===== src/rtl/vga_pkg.sv =====
// Shared VGA constants and small helpers for the character pixel path.
// Timing is 640x400 @ 70 Hz on a 25 MHz pixel clock; the box is one glyph cell.
package vga_pkg;

  typedef logic [2:0] rgb_t;
  typedef logic [2:0] col_t;

  localparam int H_VISIBLE = 640;
  localparam int H_FRONT   = 16;
  localparam int H_SYNC    = 96;
  localparam int H_BACK    = 48;
  localparam int H_TOTAL   = 800;
  localparam int V_VISIBLE = 400;
  localparam int V_FRONT   = 12;
  localparam int V_SYNC    = 2;
  localparam int V_BACK    = 35;
  localparam int V_TOTAL   = 449;

  localparam int BOX_X0 = 475;
  localparam int BOX_X1 = 482;
  localparam int BOX_Y0 = 241;
  localparam int BOX_Y1 = 256;

  localparam int GLYPH_W = 8;
  localparam int GLYPH_H = 16;

  localparam rgb_t FG_DEFAULT = 3'b111;
  localparam rgb_t BG_DEFAULT = 3'b000;

  function automatic col_t col_next(input col_t col, input col_t last);
    if (col == last) begin
      col_next = 3'd0;
    end else begin
      col_next = col + 3'd1;
    end
  endfunction

  // Outside the box is always black, whatever the background colour.
  function automatic rgb_t pixel_color(input logic de, input logic bit_on,
                                       input rgb_t fg, input rgb_t bg);
    if (!de) begin
      pixel_color = 3'b000;
    end else if (bit_on) begin
      pixel_color = fg;
    end else begin
      pixel_color = bg;
    end
  endfunction

endpackage


===== src/rtl/char_pixel_gen_if.sv =====
// Character-code handshake from the keyboard decoder into the pixel generator.
interface char_pixel_gen_if;
  logic [7:0] char_code;
  logic       char_valid;
  logic       char_ready;

  modport master (output char_code, output char_valid, input  char_ready);
  modport slave  (input  char_code, input  char_valid, output char_ready);
endinterface


===== src/rtl/glyph_rom.sv =====
// 16 hex-digit glyphs, 16 rows of 8 pixels each, MSB = leftmost pixel.
// Synchronous read: o_data is the row addressed on the previous clock.
module glyph_rom (
  input  logic       clk25,
  input  logic       reset,
  input  logic [7:0] i_addr,
  output logic [7:0] o_data
);

  function automatic logic [127:0] glyph_bits(input logic [3:0] code);
    case (code)
      4'h0: glyph_bits = 128'h0000_3C66_666E_7666_6666_663C_0000_0000;
      4'h1: glyph_bits = 128'h0000_3818_1818_1818_1818_187E_0000_0000;
      4'h2: glyph_bits = 128'h0000_3C66_0606_0C18_3060_607E_0000_0000;
      4'h3: glyph_bits = 128'h0000_3C66_0606_1C06_0606_663C_0000_0000;
      4'h4: glyph_bits = 128'h0000_0C1C_3C6C_CCFE_0C0C_0C0C_0000_0000;
      4'h5: glyph_bits = 128'h0000_7E60_6060_7C06_0606_663C_0000_0000;
      4'h6: glyph_bits = 128'h0000_3C66_6060_7C66_6666_663C_0000_0000;
      4'h7: glyph_bits = 128'h0000_7E66_060C_0C18_1818_1818_0000_0000;
      4'h8: glyph_bits = 128'h0000_3C66_6666_3C66_6666_663C_0000_0000;
      4'h9: glyph_bits = 128'h0000_3C66_6666_663E_0606_663C_0000_0000;
      4'hA: glyph_bits = 128'h0000_183C_6666_667E_6666_6666_0000_0000;
      4'hB: glyph_bits = 128'h0000_7C66_6666_7C66_6666_667C_0000_0000;
      4'hC: glyph_bits = 128'h0000_3C66_6060_6060_6060_663C_0000_0000;
      4'hD: glyph_bits = 128'h0000_786C_6666_6666_6666_6C78_0000_0000;
      4'hE: glyph_bits = 128'h0000_7E60_6060_7C60_6060_607E_0000_0000;
      4'hF: glyph_bits = 128'h0000_7E60_6060_7C60_6060_6060_0000_0000;
      default: glyph_bits = 128'h0;
    endcase
  endfunction

  logic [127:0] w_glyph;
  logic [127:0] w_shifted;
  logic [7:0]   r_data;

  // Row 0 sits in the top byte, so shift the wanted row up to [127:120].
  always_comb begin
    w_glyph   = glyph_bits(i_addr[7:4]);
    w_shifted = w_glyph << {i_addr[3:0], 3'b000};
  end

  // Registered read port.
  always_ff @(posedge clk25) begin
    if (reset) begin
      r_data <= 8'h00;
    end else begin
      r_data <= w_shifted[127:120];
    end
  end

  assign o_data = r_data;

endmodule


===== src/rtl/char_pixel_gen.sv =====
// Renders one glyph cell: latches a keyboard code, swaps it in at frame start,
// and produces rgb with syncs through a 2-stage pipeline.
module char_pixel_gen #(
  parameter logic [2:0] FG_COLOR = vga_pkg::FG_DEFAULT,
  parameter logic [2:0] BG_COLOR = vga_pkg::BG_DEFAULT,
  parameter int         GLYPH_W  = vga_pkg::GLYPH_W
) (
  input  logic                   clk25,
  input  logic                   reset,
  input  logic                   hsync_in,
  input  logic                   vsync_in,
  input  logic                   display_area,
  input  logic [3:0]             line,
  char_pixel_gen_if.slave        char_if,
  output logic                   hsync_out,
  output logic                   vsync_out,
  output logic [2:0]             rgb
);
  import vga_pkg::*;

  localparam col_t COL_LAST = 3'(GLYPH_W - 1);

  logic       r_pend_empty;
  logic [7:0] r_pend_code;
  logic [7:0] r_cur_code;
  logic       r_vs_prev;
  col_t       r_col;

  logic       r1_de;
  col_t       r1_col;
  logic       r1_hs;
  logic       r1_vs;
  logic       r1_blank;

  rgb_t       r_rgb;
  logic       r_hs_out;
  logic       r_vs_out;

  logic       w_accept;
  logic       w_vs_rise;
  logic [7:0] w_rom_addr;
  logic [7:0] w_rom_row;
  logic       w_pix_bit;

  always_comb begin
    w_accept   = char_if.char_valid & r_pend_empty;
    w_vs_rise  = vsync_in & ~r_vs_prev;
    w_rom_addr = {r_cur_code[3:0], line};
    w_pix_bit  = w_rom_row[3'd7 - r1_col] & ~r1_blank;
  end

  // The ROM's read register is the stage-1 copy of the glyph address.
  glyph_rom u_glyph_rom (
    .clk25  (clk25),
    .reset  (reset),
    .i_addr (w_rom_addr),
    .o_data (w_rom_row)
  );

  // Pending/current code registers, vsync edge detect and column counter.
  always_ff @(posedge clk25) begin
    if (reset) begin
      r_pend_empty <= 1'b1;
      r_pend_code  <= 8'h00;
      r_cur_code   <= 8'h10;
      r_vs_prev    <= 1'b0;
      r_col        <= 3'd0;
    end else begin
      r_vs_prev <= vsync_in;
      if (w_vs_rise && !r_pend_empty) begin
        r_cur_code   <= r_pend_code;
        r_pend_empty <= 1'b1;
      end else if (w_accept) begin
        r_pend_code  <= char_if.char_code;
        r_pend_empty <= 1'b0;
      end else begin
        r_pend_empty <= r_pend_empty;
      end
      if (display_area) begin
        r_col <= col_next(r_col, COL_LAST);
      end else begin
        r_col <= 3'd0;
      end
    end
  end

  // Stage 1: delay the controls alongside the ROM read.
  always_ff @(posedge clk25) begin
    if (reset) begin
      r1_de    <= 1'b0;
      r1_col   <= 3'd0;
      r1_hs    <= 1'b1;
      r1_vs    <= 1'b0;
      r1_blank <= 1'b1;
    end else begin
      r1_de    <= display_area;
      r1_col   <= r_col;
      r1_hs    <= hsync_in;
      r1_vs    <= vsync_in;
      r1_blank <= (r_cur_code[7:4] != 4'h0);
    end
  end

  // Stage 2: colour select and aligned syncs.
  always_ff @(posedge clk25) begin
    if (reset) begin
      r_rgb    <= 3'b000;
      r_hs_out <= 1'b1;
      r_vs_out <= 1'b0;
    end else begin
      r_rgb    <= pixel_color(r1_de, w_pix_bit, FG_COLOR, BG_COLOR);
      r_hs_out <= r1_hs;
      r_vs_out <= r1_vs;
    end
  end

  assign char_if.char_ready = r_pend_empty;
  assign rgb       = r_rgb;
  assign hsync_out = r_hs_out;
  assign vsync_out = r_vs_out;

endmodule


===== src/flat_wrapper.sv =====
// flat-port wrapper written by rule: the top's interface ports become plain ports
module char_pixel_gen_flat import vga_pkg::*;
#(
  parameter logic [2:0] FG_COLOR = vga_pkg::FG_DEFAULT,
  parameter logic [2:0] BG_COLOR = vga_pkg::BG_DEFAULT,
  parameter int         GLYPH_W  = vga_pkg::GLYPH_W
)
  (clk25, reset, hsync_in, vsync_in, display_area, line, hsync_out, vsync_out, rgb, char_if_char_code, char_if_char_valid, char_if_char_ready);
  char_pixel_gen_if char_if_i ();
  input  logic clk25;
  input  logic reset;
  input  logic hsync_in;
  input  logic vsync_in;
  input  logic display_area;
  input  logic [3:0] line;
  output logic hsync_out;
  output logic vsync_out;
  output logic [2:0] rgb;
  input wire logic [$bits(char_if_i.char_code)-1:0] char_if_char_code;
  input wire logic [$bits(char_if_i.char_valid)-1:0] char_if_char_valid;
  output wire logic [$bits(char_if_i.char_ready)-1:0] char_if_char_ready;
  assign char_if_i.char_code = char_if_char_code;
  assign char_if_i.char_valid = char_if_char_valid;
  assign char_if_char_ready = char_if_i.char_ready;
  char_pixel_gen #(.FG_COLOR(FG_COLOR), .BG_COLOR(BG_COLOR), .GLYPH_W(GLYPH_W)) u_core (.clk25(clk25), .reset(reset), .hsync_in(hsync_in), .vsync_in(vsync_in), .display_area(display_area), .line(line), .char_if(char_if_i), .hsync_out(hsync_out), .vsync_out(vsync_out), .rgb(rgb));
endmodule

===== config.mk =====
export PLATFORM = sky130hd
export DESIGN_NAME = char_pixel_gen_flat
export DESIGN_NICKNAME = d
export VERILOG_FILES = /design/src/rtl/vga_pkg.sv /design/src/rtl/char_pixel_gen_if.sv /design/src/rtl/glyph_rom.sv /design/src/rtl/char_pixel_gen.sv /design/src/flat_wrapper.sv
export SDC_FILE = /design/constraint.sdc
export NUM_CORES = 1
export LEC_CHECK = 0
export CORE_ASPECT_RATIO = 0.75
export CORE_MARGIN = 10
export CORE_UTILIZATION = 35
export DETAILED_ROUTE_END_ITERATION = 12
export GPL_TIMING_DRIVEN = 0
export MAX_ROUTING_LAYER = met4
export PLACE_DENSITY = 0.63
export SLEW_MARGIN = 20
export SYNTH_ARGS = -nofsm -noshare
export SYNTH_HDL_FRONTEND = slang
export SYNTH_SLANG_ARGS = --single-unit

===== constraint.sdc =====
create_clock -name clk25 -period 2.76 [get_ports clk25]
set_input_delay 0.552 -clock clk25 [delete_from_list [all_inputs] [get_ports clk25]]
set_output_delay 0.552 -clock clk25 [all_outputs]
set_load 0.02 [all_outputs]

==> flow_metrics.env <==
export IMPL_io_buffers=21
export IMPL_row_count=31
export IMPL_min_path_type="flop to flop"
export IMPL_power_frac_seq=0.467
export IMPL_yosysTopAreaCellShare=0.469
export IMPL_irDropWorstVdd_uv=396
export IMPL_power_density_nw_per_um2=629
export IMPL_max_stage_delay_ns=0.49
export IMPL_wire_per_inst_um=16.2
export IMPL_stdcell_area_um2=4220
export IMPL_antenna_found_initial=0
export IMPL_cts_htree_levels=3
export IMPL_worst_path_buf_inv=1
export IMPL_finClkSkew_ns=0.00635
export IMPL_fin_crit_ns=2.66
export IMPL_dp_hpwl_mm=6.33
export IMPL_overflow=0
export IMPL_die_h_um=107
export IMPL_antenna_left=0
export IMPL_yosysSeqAreaShare=0.469
export IMPL_finalCritPeriodShare=0.965
export IMPL_yosys_warnings=0
export IMPL_timing_final_hold_violations=0
export IMPL_cp_top_family="multiplexers"
export IMPL_placed_cell_area_um2=3870
export IMPL_drt_total_wl_mm=8.48
export IMPL_power_frac_comb=0.073
export IMPL_setup_worst_path_end_class="flop"
export IMPL_power_net_switching_w=0.000606
export IMPL_yosysUniqueCellTypes=49
export IMPL_path_cells="clkdlybuf4s50_1, nor3b_4, mux2_2, ha_2, mux4_2, nand2_1, o221a_2"
export IMPL_grt_pass1_wl_mm=13.8
export IMPL_drive_gt1_frac=0.151
export IMPL_grt_start_max_net_pins=16
export IMPL_fmax_ghz=0.375
export IMPL_crit_fanout=10
export IMPL_maxCapViolCount=0
export IMPL_syn_avg_cell_area_um2=9.91
export IMPL_cp_data_required_time_ns=3.04
export IMPL_cts_sinks=82
export IMPL_clockRootBuffer="clkbuf_16"
export IMPL_outcome="finished, final reports clean"
export IMPL_worst_pin_slew_ns=0.497
export IMPL_via_per_inst=5.01
export IMPL_dr_pass1_iters=5
export IMPL_dp_cells=506
export IMPL_p_sw_frac=0.228
export IMPL_min_from="u_core.r1_blank$_SDFF_PP1_"
export IMPL_arrival_ns=2.95
export IMPL_grt_use_total=0.125
export IMPL_via_count=2620
export IMPL_die_x_um=135
export IMPL_area_growth_pct=20.7
export IMPL_rsz0062_at_grt="no"
export IMPL_first_global_vias=2593
export IMPL_fin_cells=523
export IMPL_drc=0
export IMPL_ff2ff_path_depth=6
export IMPL_core_area_um2=9700
export IMPL_io_pins=24
export IMPL_slowest_stage="ha_2"
export IMPL_worst_setup_path_start_kind="primary input"
export IMPL_ys_ff_latch=82
export IMPL_synthesis_nets=381
export IMPL_synthFlopType="dfxtp_1"
export IMPL_holdWs_ns=0.400
export IMPL_syn_inst=353
export IMPL_synth_edf_count=0
export IMPL_fin_tns_setup_ns=0
export IMPL_rr_startpoint="u_core.char_if.char_ready$_SDFFE_PP1P_"
export IMPL_synthTopCellsByArea="dfxtp_1 (47%), mux2i_1 (9.2%), a21oi_1 (4.7%)"
export IMPL_cts_tree="done"
export IMPL_worst_slack_ns=0.0966
export IMPL_diodes=0
export IMPL_die_area_um2=14400
export IMPL_crit_type="primary input to flop"
export IMPL_initial_core_util=0.361
export IMPL_leakage_nw=1.71
export IMPL_place_congestion=0.891
export IMPL_final_common_cell="dfxtp_1"
export IMPL_drtIter0Drc=205
export IMPL_reg2reg_to="u_core.u_glyph_rom.w_glyph[76]$_DFF_P_"
export IMPL_synthArstFlopShare=0
export IMPL_layout_common_cells="dfxtp_1 (82), nand2_1 (36), a21oi_1 (33), mux2i_1 (32), clkdlybuf4s50_1 (21)"
export IMPL_nets=414
export IMPL_hold_path_end="u_core.rgb[1]$_SDFF_PP0_"
export IMPL_power_internal_w=0.00205
export IMPL_whs_path_depth=1
export IMPL_clkSlewWorstSetupHoldPaths_ns=0.07
export IMPL_clk_path_buf_depth=2
export IMPL_pre_cts_slack_ns=-0.635
export IMPL_ff2ff_setup_slack_ns=0.44
export IMPL_clockPowerShare=0.460
export IMPL_cts_hold_buf=0
export IMPL_synth_area_um2=3500
export IMPL_final_max_slew_viol_count=0
export IMPL_numCtsBuffers=9
export IMPL_relSlewSlack=0.668
export IMPL_clk_latency_ns=0.34
export IMPL_setup_viol=0
export IMPL_synth_area_leader_cell="dfxtp_1"
[stage by stage]
| step | util | power [W] |
|---|---|---|
| after floorplan | - | 0.00138 |
| after global placement | 0.399 | 0.00145 |
| after detailed placement | 0.399 | 0.00146 |
| after CTS | 0.432 | 0.00267 |
| after global routing | 0.436 | 0.00275 |
| final | 0.436 | 0.00266 |
[cell families after synthesis]
logic type / Yosys count / share of synthesized area
simple gates: 98 / 0.139
flops: 82 / 0.469
buf+inv: 38 / 0.0529
mux: 45 / 0.155
xor+xnor: 1 / 0.00250
compound gates: 79 / 0.146
fa+ha+maj: 10 / 0.0358
[layer usage]
layer  wire, um  track usage
met1       4030        0.172
met2       3730        0.175
met3        593       0.0271
met4        130       0.0498
met5          0            -
[timing repair]
item / CTS / global route
setup endpoints to repair: 30 / 24
setup buffers: 0 / 4
pin swaps: 0 / 1
gates resized for setup: 2 / 3
gates cloned: 0 / 0
[synthesized netlist by cell type, types with 6 or more instances]
library cell / number
nor2b_1: 11
nor2_1: 17
dfxtp_1: 82
ha_1: 10
clkbuf_1: 11
mux2i_1: 32
o21ai_0: 9
nand2_1: 36
mux4_2: 6
inv_1: 10
nand3_1: 10
a21oi_1: 33
buf_4: 6
nand2b_1: 7
a22oi_1: 7
[power groups by stage]
| stage | clock network, W | registers, W | logic, W |
|---|---|---|---|
| final | 0.00122 | 0.00124 | 0.000193 |
| after global routing | 0.00129 | 0.00124 | 0.000211 |
| after CTS | 0.00124 | 0.00124 | 0.000190 |
| after detailed placement | 0 | 0.00127 | 0.000188 |
| after global placement | 0 | 0.00127 | 0.000187 |
| after floorplan | 0 | 0.00126 | 0.000121 |
[final cells by class]
| type | instances | area, um2 |
|---|---|---|
| fillers | 948 | 5470 |
| multi-input cells | 233 | 1690 |
| flip-flops and latches | 82 | 1640 |
| repair buffers | 25 | 240 |
| clock buffers | 10 | 239 |
| well taps | 132 | 165 |
| plain buffers | 22 | 125 |
| clock inverters | 6 | 73.8 |
| inverters | 13 | 48.8 |
[how the worst max path moves through the flow]
stage                     startpoint  slack [ns]                                     end  cells after the start
after floorplan             vsync_in        0.32  u_core.u_glyph_rom.w_glyph[76]$_DFF_P_                      7
after global placement         reset       -0.63  u_core.u_glyph_rom.w_glyph[76]$_DFF_P_                      9
final                       vsync_in         0.1  u_core.u_glyph_rom.w_glyph[76]$_DFF_P_                      7
after global routing           reset      0.0001  u_core.u_glyph_rom.w_glyph[90]$_DFF_P_                      8
after CTS                      reset        0.04  u_core.u_glyph_rom.w_glyph[90]$_DFF_P_                      8
after detailed placement       reset       -0.64  u_core.u_glyph_rom.w_glyph[38]$_DFF_P_                      9
[state kept, by name, summed over array words and instances, names as in the netlist]
name	flops
u_core.char_if.char_ready	1
u_core.hsync_out	1
u_core.r1_blank	1
u_core.r1_col	3
u_core.r1_de	1
u_core.r1_hs	1
u_core.r_col	3
u_core.r_cur_code	8
u_core.r_pend_code	8
u_core.r_vs_prev	1
u_core.rgb	1
u_core.u_glyph_rom.o_data	7
u_core.u_glyph_rom.w_glyph	45
u_core.vsync_out	1
No activity file was read; power rests on OpenSTA's default activity.
